===== config.mk =====
export PLATFORM = sky130hd
export DESIGN_NAME = life_tracker
export DESIGN_NICKNAME = d
export VERILOG_FILES = /design/src/rtl/life_tracker.sv
export SDC_FILE = /design/constraint.sdc
export NUM_CORES = 1
export LEC_CHECK = 0
export CAP_MARGIN = 20
export CORE_ASPECT_RATIO = 0.5
export CORE_UTILIZATION = 40
export DETAILED_ROUTE_END_ITERATION = 10
export PLACE_DENSITY = 0.72
export SETUP_SLACK_MARGIN = 0.4
export SLEW_MARGIN = 25
export SYNTH_ARGS = -nofsm -noshare
export SYNTH_HDL_FRONTEND = slang
export SYNTH_SLANG_ARGS = --single-unit

===== constraint.sdc =====
create_clock -name Clk -period 1.98 [get_ports Clk]
set_input_delay 0.198 -clock Clk [delete_from_list [all_inputs] [get_ports Clk]]
set_output_delay 0.198 -clock Clk [all_outputs]
set_load 0.02 [all_outputs]

===== src/rtl/life_tracker.sv =====
// life_tracker: player life bookkeeping for the game-state FSM.
// Counts lives, takes at most one ship/meteor hit per video frame, runs a
// post-hit invulnerability window with a sprite blink, and raises a sticky
// player_die once the last life is gone. start_screen re-arms everything.
// Optional build macro: LIFE_TRACKER_EXTRA_LIFE_EN adds the bonus_pickup
// input, which grants an extra life (saturating at MAX_LIVES).

module life_tracker #(
    parameter int START_LIVES   = 3,
    parameter int MAX_LIVES     = 7,
    parameter int INVULN_FRAMES = 120,
    parameter int BLINK_FRAMES  = 8
) (
    input  logic                           Clk,
    input  logic                           Reset,
    input  logic                           frame_tick,
    input  logic                           collision,
    input  logic                           start_screen,
    input  logic                           game_screen,
`ifdef LIFE_TRACKER_EXTRA_LIFE_EN
    input  logic                           bonus_pickup,
`endif
    output logic                           player_die,
    output logic [$clog2(MAX_LIVES+1)-1:0] lives,
    output logic                           invincible,
    output logic                           blink
);

    localparam int LIVES_W = $clog2(MAX_LIVES + 1);
    localparam int INV_W   = $clog2(INVULN_FRAMES + 1);
    localparam int BLINK_W = $clog2(BLINK_FRAMES + 1);

    typedef enum logic [1:0] {
        IDLE,
        ALIVE,
        INVULN,
        DEAD
    } state_t;

    state_t             state;
    logic [INV_W-1:0]   inv_cnt;
    logic [BLINK_W-1:0] blink_cnt;

    logic               hit;
    logic               bonus;
    logic [LIVES_W-1:0] lives_up;

    // Frame-qualified hit/bonus events and the saturating increment of lives.
    always_comb begin
        hit = frame_tick & collision;
`ifdef LIFE_TRACKER_EXTRA_LIFE_EN
        bonus = frame_tick & bonus_pickup;
`else
        bonus = 1'b0;
`endif
        lives_up = (lives >= LIVES_W'(MAX_LIVES)) ? lives : lives + LIVES_W'(1);
    end

    // Life-tracking state machine; every output is registered here.
    always_ff @(posedge Clk or negedge Reset) begin
        if (!Reset) begin
            state      <= IDLE;
            lives      <= LIVES_W'(START_LIVES);
            player_die <= 1'b0;
            invincible <= 1'b0;
            blink      <= 1'b1;
            inv_cnt    <= '0;
            blink_cnt  <= '0;
        end else if (start_screen) begin
            state      <= IDLE;
            lives      <= LIVES_W'(START_LIVES);
            player_die <= 1'b0;
            invincible <= 1'b0;
            blink      <= 1'b1;
            inv_cnt    <= '0;
            blink_cnt  <= '0;
        end else begin
            case (state)
                IDLE: begin
                    player_die <= 1'b0;
                    invincible <= 1'b0;
                    blink      <= 1'b1;
                    if (game_screen) begin
                        state <= ALIVE;
                    end
                end

                ALIVE: begin
                    if (!game_screen) begin
                        state      <= IDLE;
                        invincible <= 1'b0;
                        blink      <= 1'b1;
                    end else if (hit && bonus) begin
                        state      <= INVULN;
                        inv_cnt    <= INV_W'(INVULN_FRAMES);
                        blink_cnt  <= BLINK_W'(BLINK_FRAMES);
                        invincible <= 1'b1;
                        blink      <= 1'b0;
                    end else if (hit) begin
                        if (lives > LIVES_W'(1)) begin
                            lives      <= lives - LIVES_W'(1);
                            state      <= INVULN;
                            inv_cnt    <= INV_W'(INVULN_FRAMES);
                            blink_cnt  <= BLINK_W'(BLINK_FRAMES);
                            invincible <= 1'b1;
                            blink      <= 1'b0;
                        end else begin
                            lives      <= '0;
                            state      <= DEAD;
                            player_die <= 1'b1;
                            invincible <= 1'b0;
                            blink      <= 1'b0;
                        end
                    end else if (bonus) begin
                        lives <= lives_up;
                    end
                end

                INVULN: begin
                    if (!game_screen) begin
                        state      <= IDLE;
                        invincible <= 1'b0;
                        blink      <= 1'b1;
                        inv_cnt    <= '0;
                        blink_cnt  <= '0;
                    end else if (frame_tick) begin
                        if (bonus) begin
                            lives <= lives_up;
                        end
                        if (inv_cnt <= INV_W'(1)) begin
                            state      <= ALIVE;
                            invincible <= 1'b0;
                            blink      <= 1'b1;
                            inv_cnt    <= '0;
                            blink_cnt  <= '0;
                        end else begin
                            inv_cnt <= inv_cnt - INV_W'(1);
                            if (blink_cnt <= BLINK_W'(1)) begin
                                blink     <= ~blink;
                                blink_cnt <= BLINK_W'(BLINK_FRAMES);
                            end else begin
                                blink_cnt <= blink_cnt - BLINK_W'(1);
                            end
                        end
                    end
                end

                DEAD: begin
                    player_die <= 1'b1;
                    lives      <= '0;
                    invincible <= 1'b0;
                    blink      <= 1'b0;
                end

                default: begin
                    state <= IDLE;
                end
            endcase
        end
    end

endmodule


Yosys cells after proc, flatten, opt, wreduce, memory -nomap -nowiden
Index checks and enable logic that the tools add are counted.
Cells by class
  add/subtract/negate cells: 3
  bitwise logic cells: 2
  div/mod/pow operators: 0
  eq/ne operators: 12
  muxes and demuxes: 52
  shift operators: 0
  reduce and logical (&&, ||, !) cells: 12
  multipliers: 0
  order comparisons: 3
Operator list (count)
  $mux W7: 7
  $mux W4: 8
  $mux W1: 19
  $ne A3 B3 Y1 const B: 5
  $mux W2: 7
  $pmux W7 S2: 1
  $mux W3: 4
  $ne A4 B4 Y1 const B: 3
  $reduce_and A5 Y1: 2
  $reduce_and A3 Y1: 3
  $pmux W4 S2: 1
  $reduce_bool A4 Y1: 2
  $le A7 B1 Y1 const B: 1
  $sub A7 B1 Y7 const B: 1
  $pmux W1 S3: 2
  $pmux W2 S3: 1
  $pmux W3 S2: 1
  $reduce_bool A3 Y1: 2
  $ne A5 B5 Y1 const B: 1
  $eq A2 B2 Y1 const B: 2
  $le A4 B1 Y1 const B: 1
  $pmux W1 S4: 1
  $reduce_and A4 Y1: 1
  $sub A4 B1 Y4 const B: 1
  7 further kinds: 7
Storage, ports and cells
  flip-flop bits (word level): 19
  RAM bits: 0
  output and inout bits: 6
  memories kept: 0
  logic and storage cells: 91
  bits in latches: 0
  ROM bits: 0
  input bits: 6

Depth between registers and ports, before layout
Gate-level depths: netlist of run 1.
  word-level depth: 7
  depth in mapped cells: 9
  depth with buffers taken out: 6

Worst setup path after synthesis of run 1
Ideal clock, no wire load.
  path kind: register to register
  from: reg state[0]
  to: reg inv_cnt[6]
  data arrival time: 1.938 ns
  clock period less this slack: 2.061 ns
  library setup time: 0.123 ns
  data required time: 1.857 ns
  slack: -0.081 ns
  buffers on the path: 3
  cell stages (with the launch flop): 10
  cells stage by stage: dfrtp_1 > inv_1 > ha_1 > buf_4 > a21oi_1 > or4_4 > buf_6 > and2_4 > buf_6 > o221a_1
Between the ends
  cells in the longest elaborated chain, start to end: 3
  elaborated cells on any way between the ends: 10
  classes of those cells: eq/ne: 6; mux: 2; reduce/logical: 2
Ends and longest elaborated chain
  start, declared: line 40  | state_t state;
  start signal, assigned: line 62  | state <= IDLE;
  start signal, assigned: line 70  | state <= IDLE;
  start signal, assigned: line 84  | state <= ALIVE;
  $eq A2 B2 Y1 / $eq A2 B1 Y1 (equally long branches): line 78  | case (state)
  $ne A4 B4 Y1 (no source line), or another cell as far along
  $reduce_and A5 Y1 (no source line) / $mux W7 (equally long branches)
  end signal, assigned: line 95  | inv_cnt <= INV_W'(INVULN_FRAMES);
  end signal, assigned: line 103  | inv_cnt <= INV_W'(INVULN_FRAMES);
  end signal, assigned: line 137  | inv_cnt <= inv_cnt - INV_W'(1);
  end, declared: line 41  | logic [INV_W-1:0] inv_cnt;
Several ways; a longest one is shown, not always the timed one.
A chain may end at the register's enable or synchronous reset.

Worst setup path in the final report of run 1
  from: reg state[0]
  to: reg inv_cnt[3]
The elaborated chain is that of the path after synthesis.

==> summary.txt, run 1 <==
routed vias - 1,338
Worst Path Arrival - 1950 ps
Crit Path Category - register to register
clock sink count - 19
total core area - 3100 sq um
final WL - 3.76 mm
CP Data Required Time - 2120 ps
largest net degree at the start of global routing - 20
FF-to-FF Start - state[0]
Worst Hold Class - primary input to async pin
Port Buffers - 11
share of cells above drive strength 1 - 42.6%
die width - 83.9 um
area of the die - 3600 sq um
Initial Util - 43.3%
first-pass iteration count of the detailed router - 5
Starting DRT DRC Count - 111
Tmin final - 1810 ps
Main synth FF type - dfrtp_1
CTS root buf - clkbuf_8
r2r endpoint - inv_cnt[3]
most common cell after layout, fill and taps aside - buf_4
gpl congestion - 0.813
Clock transition at path regs - 70 ps
endpoints failing setup - 0
Max Clk Rate - 0.553 GHz
max-cap viol count - 0
die height - 42.9 um
RSZ-0062 raised after global routing - true
Slew @ Worst Pin - 432 ps
outcome - finished clean
gr ovfl total - 0
DP Wirelength - 2.24 mm
CTS Buf Count - 3
DRC viols - 0
worst reg2reg path depth - 6
element type at the critical path end - register
CTS tree - yes
clk buf depth - 2
leading area contributor after synthesis - dfrtp_1
vias in the first global route - 1,227
EDFF count, synth - 0
Clock Skew - 7.10 ps
leakage power - 0.864 nW
total chip power - 1.86 mW
mapped cell area - 1340 sq um
initial antenna violation count - 0
Slowest-stage cell, CP - or4_4
Worst slew margin - 71.0%
n_diodes - 0
area growth from synthesis to layout - 48.8%
Final Slew Violations - 0
Vias/cell - 5.82
later-pin clock latency in the skew report - 260 ps
fin nets - 208
most frequent cells in the layout - 30 x buf_4, 14 x dfrtp_1, 12 x nor2_1
cells after synthesis - 145
row count - 14
Net Count, Synth - 162
Max FO, Critical Path - 5
Ys Warns - 0
register area share after synthesis - 35.7%
Final period util - 91.4%
R2R setup slack - 170 ps
dominant cells by area after synthesis - dfrtp_1 30%, ha_1 10%, dfstp_2 5.9%
Finished Layout Cells - 230
crit-path max cell delay - 510 ps
Syn Area/Cell - 9.25 sq um
Yosys cell types - 47
IO Pins - 12
top-area cell type share of the netlist area - 29.9%
Final ANT Viol Nets - 0
#FFs+latches synth - 19
final count of hold timing violations - 0
post-placement cell count - 207
maximum VDD drop - 532 uV
power density over the cells - 931 nW/um^2
GR Util All Layers - 20.3%
FFs w/ async S/R, synth - 100%
Setup Total Neg Slack - 0 ps
H-tree Lvls - 1
Routed wire per std cell - 16.3 um
# fillers - 208
first-pass GRT wire length - 5.62 mm
startpoint types - register
worst path cell trace - inv_2 -> ha_4 -> a21oi_2 -> or4_4 -> and2_4 -> o221a_4
synth_stat cells, types with 3 or more instances:
| library cell | instances |
|---|---|
| dfrtp_1 | 16 |
| a21oi_1 | 14 |
| inv_1 | 14 |
| nor2_1 | 13 |
| ha_1 | 11 |
| nand3_1 | 7 |
| mux2i_1 | 5 |
| nor2b_1 | 4 |
| nor3_1 | 4 |
| o21ai_0 | 4 |
| a31oi_1 | 3 |
| dfstp_2 | 3 |
| nand2_1 | 3 |
| nor3b_1 | 3 |
| o221a_1 | 3 |
power breakdown:
part	total, mW	switching [mW]	internal, mW	leakage [nW]
registers	0.573	0.0965	0.477	0.241
clock network	0.273	0.130	0.143	0.0228
logic	1.01	0.505	0.507	0.601
worst max-delay path: cells and delay by family, from the launching register on:
family                   cells  cell delay, ps
flip-flops                   1             440
buffers and inverters        1              90
AND/OR/NAND/NOR              2             700
AO/OA/AOI/OAI                2             300
adder cells (fa/ha/maj)      1             160
logic make-up (layout without fill, tap and decap cells):
kind of cell	count (synthesis)	in the layout	share of synthesized area [%]
AO/OA/AOI/OAI	48	48	25.7
adder cells (fa/ha/maj)	11	11	10.3
buffers and inverters	19	63	6.72
flip-flops	19	19	35.7
multiplexers	6	6	4.57
AND/OR/NAND/NOR	42	43	17.1
through the flow:
stage          setup slack (ps)  hold slack, ps  util, %  cell area, sq um
2_1_floorplan             -27.4           -97.6        -              1380
3_3_place_gp               56.1             494     52.3              1620
3_5_place_dp               28.5             499     52.3              1620
4_1_cts                     198             277     58.5              1810
5_1_grt                     103             280     64.4              2000
6_report                    171             269     64.4              2000
worst max path at each step:
stage | from | slack, ps | to
CTS | state[0] | 200 | inv_cnt[5]
detailed placement | game_screen | 30 | inv_cnt[5]
finish | state[0] | 170 | inv_cnt[3]
global placement | game_screen | 60 | inv_cnt[3]
floorplan | state[0] | -30 | inv_cnt[6]
global route | lives[1] | 100 | blink_cnt[0]
per-layer routing:
layer  part of all wire (%)  vias to the layer above  GRT usage [%]
li1                       -                      627              -
met1                     46                      651           25.6
met2                     47                       50           34.4
met3                    4.4                       10           5.25
met4                    2.4                        0           6.55
met5                      0                        -              0
cell type report:
cell class / count / area (sq um) / area share (%)
Timing Repair Buffer: 45 / 379 / 19.0
Sequential cell: 19 / 482 / 24.1
Tap cell: 40 / 50.0 / 2.51
Inverter: 14 / 52.6 / 2.63
Multi-Input combinational cell: 108 / 987 / 49.5
Clock buffer: 4 / 45.0 / 2.26
what timing repair did:
action,in CTS,in global routing
setup endpoints to repair,19,19
gates resized for setup,24,25
cloned,1,0
hold buffers,0,0
pin swaps,6,10
setup buffers,8,10
registers in the layout, summed over array words and instances, names as in the netlist:
| signal | cells |
|---|---|
| state | 2 |
| invincible | 1 |
| player_die | 1 |
| blink | 1 |
| inv_cnt | 7 |
| blink_cnt | 4 |
| lives | 3 |
(Power assumes the default switching activity.)
==> run 2: changes to the inputs <==
--- a/config.mk
+++ b/config.mk
@@ -9,7 +9,6 @@
 export CORE_ASPECT_RATIO = 0.5
 export CORE_UTILIZATION = 40
 export DETAILED_ROUTE_END_ITERATION = 10
-export PLACE_DENSITY = 0.72
 export SETUP_SLACK_MARGIN = 0.4
 export SLEW_MARGIN = 25
 export SYNTH_ARGS = -nofsm -noshare
==> constraint.sdc (replaced) <==
create_clock -name Clk -period 1.98 [get_ports Clk]
set_input_delay 0.198 -clock Clk [delete_from_list [all_inputs] [get_ports Clk]]
set_output_delay 0.198 -clock Clk [all_outputs]
set_load 0.05 [all_outputs]
==> run 2 against run 1 <==
  * The run now ends with design-rule violations left
  * Global-route usage up 0.095 points
  * Largest cell class unchanged
  * Via count down 6.7%
  * Count of clock-buffer cells in the layout unchanged
  * Combinational power about the same
  * Non-clock buffer count down 5
  * Clock power about the same
  * First-iteration DRC count down 37%
  * Fmax down 0.33%
==> summary.txt, run 2 (same netlist as run 1, synthesis figures left out) <==
crit-path max cell delay - 420 ps (-90 ps)
Finished Layout Cells - 225 (-2.2%)
Net Sw Frac - 40.1% (+0.79 points)
gpl congestion - 0.731 (-10%)
leakage power - 0.832 nW (-3.7%)
Slowest-stage cell, CP - dfrtp_1
Sequential Power Share - 31.2% (+0.4 points)
grt met3 use - 4.86% (-0.39 points)
Worst Hold Class - primary input to async pin
Routed wire per std cell - 15.9 um (-2.5%)
CTS tree - yes
worst path cell trace - buf_6 -> ha_4 -> buf_4 -> a21boi_0 -> o21a_2 -> a21oi_1 -> mux2_2
Slew @ Worst Pin - 490 ps (+58.1 ps)
GR peak layer - met2
RSZ-0062 raised after global routing - true
DRC viols - 2 (+2)
Psw - 737 uW (+0.72%)
WHS - 279 ps (+10.0 ps)
final worst slack - 165 ps (-5.92 ps)
Clock Skew - 5.43 ps (-1.67 ps)
first-pass GRT wire length - 5.66 mm (+0.62%)
power density over the cells - 946 nW/um^2 (+1.6%)
Cell Int Power - 1.10 mW (-2.5%)
gr ovfl total - 0 (unchanged)
element type at the critical path end - register
Buffers & Inverters on Critical Path - 2 (+1)
most common cell after layout, fill and taps aside - buf_4
endpoints failing setup - 0 (unchanged)
CTS root buf - clkbuf_8
area of the die - 3600 sq um (unchanged)
CTS Buf Count - 3 (unchanged)
share of cells above drive strength 1 - 38.9% (-3.7 points)
Initial Util - 43.3% (unchanged)
Final period util - 91.7% (+0.30 points)
failing checks - design-rule violations
grt met1 use - 28.3% (+2.7 points)
total chip power - 1.84 mW (-1.3%)
GR Util All Layers - 20.4% (+0.095 points)
clk buf depth - 2 (unchanged)
area growth from synthesis to layout - 44.6%
CP delay by family, top - compound AO/OA/AOI/OAI gates
vias in the first global route - 1,189 (-3.1%)
Comb pwr share - 54.1% (-0.4 points)
routed vias - 1,249 (-6.7%)
maximum VDD drop - 526 uV (-1.1%)
max-cap viol count - 0 (unchanged)
Final Slew Violations - 0 (unchanged)
startpoint types - register
Tmin final - 1820 ps (+5.92 ps)
power share of the clock group - 14.8% (about the same)
Worst Path Arrival - 2000 ps (+50 ps)
final WL - 3.58 mm (-4.6%)
Vias/cell - 5.55 (-4.6%)
fin nets - 203 (-2.4%)
Final ANT Viol Nets - 0 (unchanged)
row count - 14 (unchanged)
die width - 83.9 um (unchanged)
Max FO, Critical Path - 5 (unchanged)
largest net degree at the start of global routing - 20 (unchanged)
Starting DRT DRC Count - 70 (-37%)
outcome - finished, violations left
CP Data Required Time - 2160 ps (+40 ps)
first-pass iteration count of the detailed router - 7 (+2)
Clock transition at path regs - 70 ps (about the same)
post-placement cell count - 207 (unchanged)
Post-Place Setup Slack - 27.9 ps (-0.618 ps)
Crit Path Category - register to register
critical path depth - 7 (+1)
later-pin clock latency in the skew report - 260 ps (about the same)
clock sink count - 19 (unchanged)
max reg flops - 7 (unchanged)
total core area - 3100 sq um (unchanged)
n_diodes - 0 (unchanged)
biggest regs - inv_cnt (7), blink_cnt (4), lives (3)
IO Pins - 12 (unchanged)
most frequent cells in the layout - 24 x buf_4, 16 x dfrtp_1, 12 x nor2_1
H-tree Lvls - 1 (unchanged)
met2 global-route usage - 33.4% (-0.98 points)
initial antenna violation count - 0 (unchanged)
worst reg2reg path depth - 7 (+1)
final count of hold timing violations - 0 (unchanged)
Worst slew margin - 67.5% (-3.5 points)
die height - 42.9 um (unchanged)
DP Wirelength - 2.32 mm (+3.6%)
Max Clk Rate - 0.551 GHz (-0.33%)
Biggest register - inv_cnt
Port Buffers - 11 (unchanged)
==> run 2: final cells by class <==
type                            count  area [sq um]
Fill cell                         249          1160
Tap cell                           40          50.0
Inverter                           14          55.1
Multi-Input combinational cell    108           957
Sequential cell                    19           487
Clock buffer                        4          45.0
Timing Repair Buffer               40           345
==> run 2: power by group through the flow <==
stage,Combinational (mW),Sequential [mW],Clock [mW]
6_report,0.992,0.572,0.272
5_1_grt,1.07,0.588,0.302
4_1_cts,0.900,0.565,0.286
3_5_place_dp,0.760,0.576,0
3_3_place_gp,0.753,0.573,0
2_1_floorplan,0.492,0.624,0
==> run 2: final timing paths <==
| kind | from | endpoint | slack (ps) |
|---|---|---|---|
| setup / recovery | state[0] | blink | 160 |
| hold / removal | Reset | inv_cnt[5] | 280 |
| setup reg to reg | state[0] | blink | 160 |
| hold reg to reg | invincible | invincible | 480 |
| max in group asynchronous | Reset | blink | 1430 |
| min in group Clk | invincible | invincible | 480 |
==> run 2: timing repair <==
action,4_1_cts,5_1_grt
endpoints found under the setup margin,21,20
gates resized for setup,25,15
pin swaps,4,14
hold buffers,0,0
cloned,1,0
setup buffers,8,5
==> run 2: stage by stage <==
| step | TNS, ps | utilization, % | instance area [sq um] |
|---|---|---|---|
| global route | 0 | 62.6 | 1940 |
| detailed placement | 0 | 53.0 | 1640 |
| global placement | 0 | 53.0 | 1640 |
| floorplan | -85.5 | - | 1410 |
| finish | 0 | 62.6 | 1940 |
| CTS | 0 | 59.4 | 1840 |
==> run 2: per-layer routing <==
metal | wire length, um | share of wire, %
met1 | 1800 | 50
met5 | 0 | 0
met4 | 13 | 0.36
met3 | 121 | 3.4
met2 | 1650 | 46
==> run 3: changes to the inputs <==
--- a/config.mk
+++ b/config.mk
@@ -9,8 +9,8 @@
 export CORE_ASPECT_RATIO = 0.5
 export CORE_UTILIZATION = 40
 export DETAILED_ROUTE_END_ITERATION = 10
+export REMOVE_ABC_BUFFERS = 1
 export SETUP_SLACK_MARGIN = 0.4
-export SLEW_MARGIN = 25
 export SYNTH_ARGS = -nofsm -noshare
 export SYNTH_HDL_FRONTEND = slang
 export SYNTH_SLANG_ARGS = --single-unit
==> run 3 against run 2 <==
  * The flow now finishes without violations
  * Non-clock buffer count grew 4
  * Setup slack lost 13 ps
  * Global-route usage shrank 0.11 points
  * Design area grew 2.6%
  * Register-to-register slack is essentially flat
  * Hold slack lost 14 ps
  * Combinational power grew 7%
  * Die area is the same
  * Critical path depth shrank 1
==> summary.txt, run 3 (same netlist as run 1, synthesis figures left out) <==
outcome - finished clean
startpoint types - register
final count of hold timing violations - 0 (unchanged)
die height - 42.9 um (unchanged)
largest net degree at the start of global routing - 20 (unchanged)
Worst Path Arrival - 1990 ps (about the same)
most common cell after layout, fill and taps aside - buf_4
Starting DRT DRC Count - 96 (+37%)
CTS tree - yes
Port Buffers - 11 (unchanged)
CP Data Required Time - 2140 ps (-20 ps)
total chip power - 1.92 mW (+4.5%)
Setup Total Neg Slack - 0 ps (unchanged)
Worst Hold Class - primary input to async pin
placed cell area - 1580 sq um (-3.7%)
routed vias - 1,275 (+2.1%)
biggest regs - inv_cnt (7), blink_cnt (4), lives (3)
later-pin clock latency in the skew report - 260 ps (about the same)
footprint of the multi-input gates - 992 sq um (+3.7%)
Buffers & Inverters on Critical Path - 1 (-1)
first-pass iteration count of the detailed router - 4 (-3)
most frequent cells in the layout - 29 x buf_4, 15 x dfrtp_1, 12 x nor2_1
Crit Path Category - register to register
die width - 83.9 um (unchanged)
gpl congestion - 0.848 (+16%)
final WL - 3.43 mm (-4.4%)
DRC viols - 0 (-2)
# fillers - 241 (-3.2%)
Seq. cell area - 480 sq um (-1.3%)
fin nets - 207 (+2.0%)
cts hold-fix bufs - 0 (unchanged)
Tmin final - 1830 ps (+13.3 ps)
crit-path max cell delay - 530 ps (+110 ps)
H-tree Lvls - 1 (unchanged)
Clock transition at path regs - 80 ps (about the same)
first-pass GRT wire length - 5.72 mm (+1.1%)
GR Util All Layers - 20.3% (-0.11 points)
row count - 14 (unchanged)
element type at the critical path end - register
Worst slew margin - 67.3% (-0.15 points)
max-cap viol count - 0 (unchanged)
CTS root buf - clkbuf_8
Final period util - 92.4% (+0.67 points)
clock sink count - 19 (unchanged)
total core area - 3100 sq um (unchanged)
area growth from synthesis to layout - 48.4%
Final Slew Violations - 0 (unchanged)
endpoints failing setup - 0 (unchanged)
WHS - 265 ps (-14.4 ps)
Routed wire per std cell - 15.0 um (-6.1%)
leakage power - 0.857 nW (+3.0%)
worst path cell trace - inv_2 -> ha_4 -> a21oi_2 -> or4_4 -> and2_4 -> o221a_2
maximum VDD drop - 562 uV (+6.9%)
n_diodes - 0 (unchanged)
Max FO, Critical Path - 6 (+1)
share of cells above drive strength 1 - 42.3% (+3.4 points)
RSZ-0062 raised after global routing - true
DP Wirelength - 2.20 mm (-5.0%)
area of the die - 3600 sq um (unchanged)
clk buf depth - 2 (unchanged)
Final Cell Area - 1990 sq um (+2.6%)
IO Pins - 12 (unchanged)
max reg flops - 7 (unchanged)
Max Clk Rate - 0.547 GHz (-0.73%)
Slew @ Worst Pin - 492 ps (+2.31 ps)
power density over the cells - 964 nW/um^2 (+1.8%)
CP delay by family, top - simple AND/OR/NAND/NOR gates
Final ANT Viol Nets - 0 (unchanged)
vias in the first global route - 1,245 (+4.7%)
CTS Buf Count - 3 (unchanged)
Final Util - 64.2% (+1.7 points)
Biggest register - inv_cnt
Vias/cell - 5.57 (+0.30%)
Initial Util - 43.3% (unchanged)
Slowest-stage cell, CP - or4_4
gr ovfl total - 0 (unchanged)
initial antenna violation count - 0 (unchanged)
Clock Skew - 1.36 ps (-4.07 ps)
[run 3: cell type report]
class,count,area share (%)
Multi-Input combinational cell,108,49.8
Sequential cell,19,24.1
Timing Repair Buffer,44,18.6
Inverter,14,2.64
Tap cell,40,2.51
Clock buffer,4,2.26
[run 3: per-layer routing]
layer | vias to the layer above | GRT usage (%) | wire, um
li1 | 626 | - | -
met1 | 620 | 27.8 | 1720
met2 | 27 | 32.3 | 1560
met3 | 2 | 5.25 | 135
met4 | 0 | 4.48 | 8
met5 | - | 0 | 0
[run 3: stage by stage]
step                setup WS [ps]  cells
floorplan                   -60.4    140
global placement             38.2    207
detailed placement           10.2    207
CTS                           167    222
global route                  101    229
finish                        151    229
[run 3: report_power, final]
group | internal, mW | leakage [nW] | switching, mW | total [mW]
Clock | 0.144 | 0.0228 | 0.143 | 0.287
Combinational | 0.535 | 0.592 | 0.527 | 1.06
Sequential | 0.477 | 0.242 | 0.0935 | 0.570
[run 3: path summary, 6_finish.rpt]
check / from / end / cells after the start / slack [ps]
hold / removal: Reset / blink_cnt[3] / 2 / 260
setup reg to reg: state[0] / inv_cnt[3] / 6 / 150
setup / recovery: state[0] / inv_cnt[3] / 6 / 150
min in group Clk: invincible / invincible / 2 / 500
hold reg to reg: invincible / invincible / 2 / 500
max in group asynchronous: Reset / lives[0] / 2 / 1440
[run 3: worst reg2reg max path, stage by stage, from the launching register on]
cell and delay (ps):
dfrtp_2 440, inv_2 90, ha_4 150, a21oi_2 60, or4_4 530, and2_4 190, o221a_2 260
[run 3: what timing repair did]
item,CTS,global route
buffers inserted,10,7
gates cloned,1,0
pin swaps,9,15
resized for setup,38,25
endpoints found under the setup margin,23,19
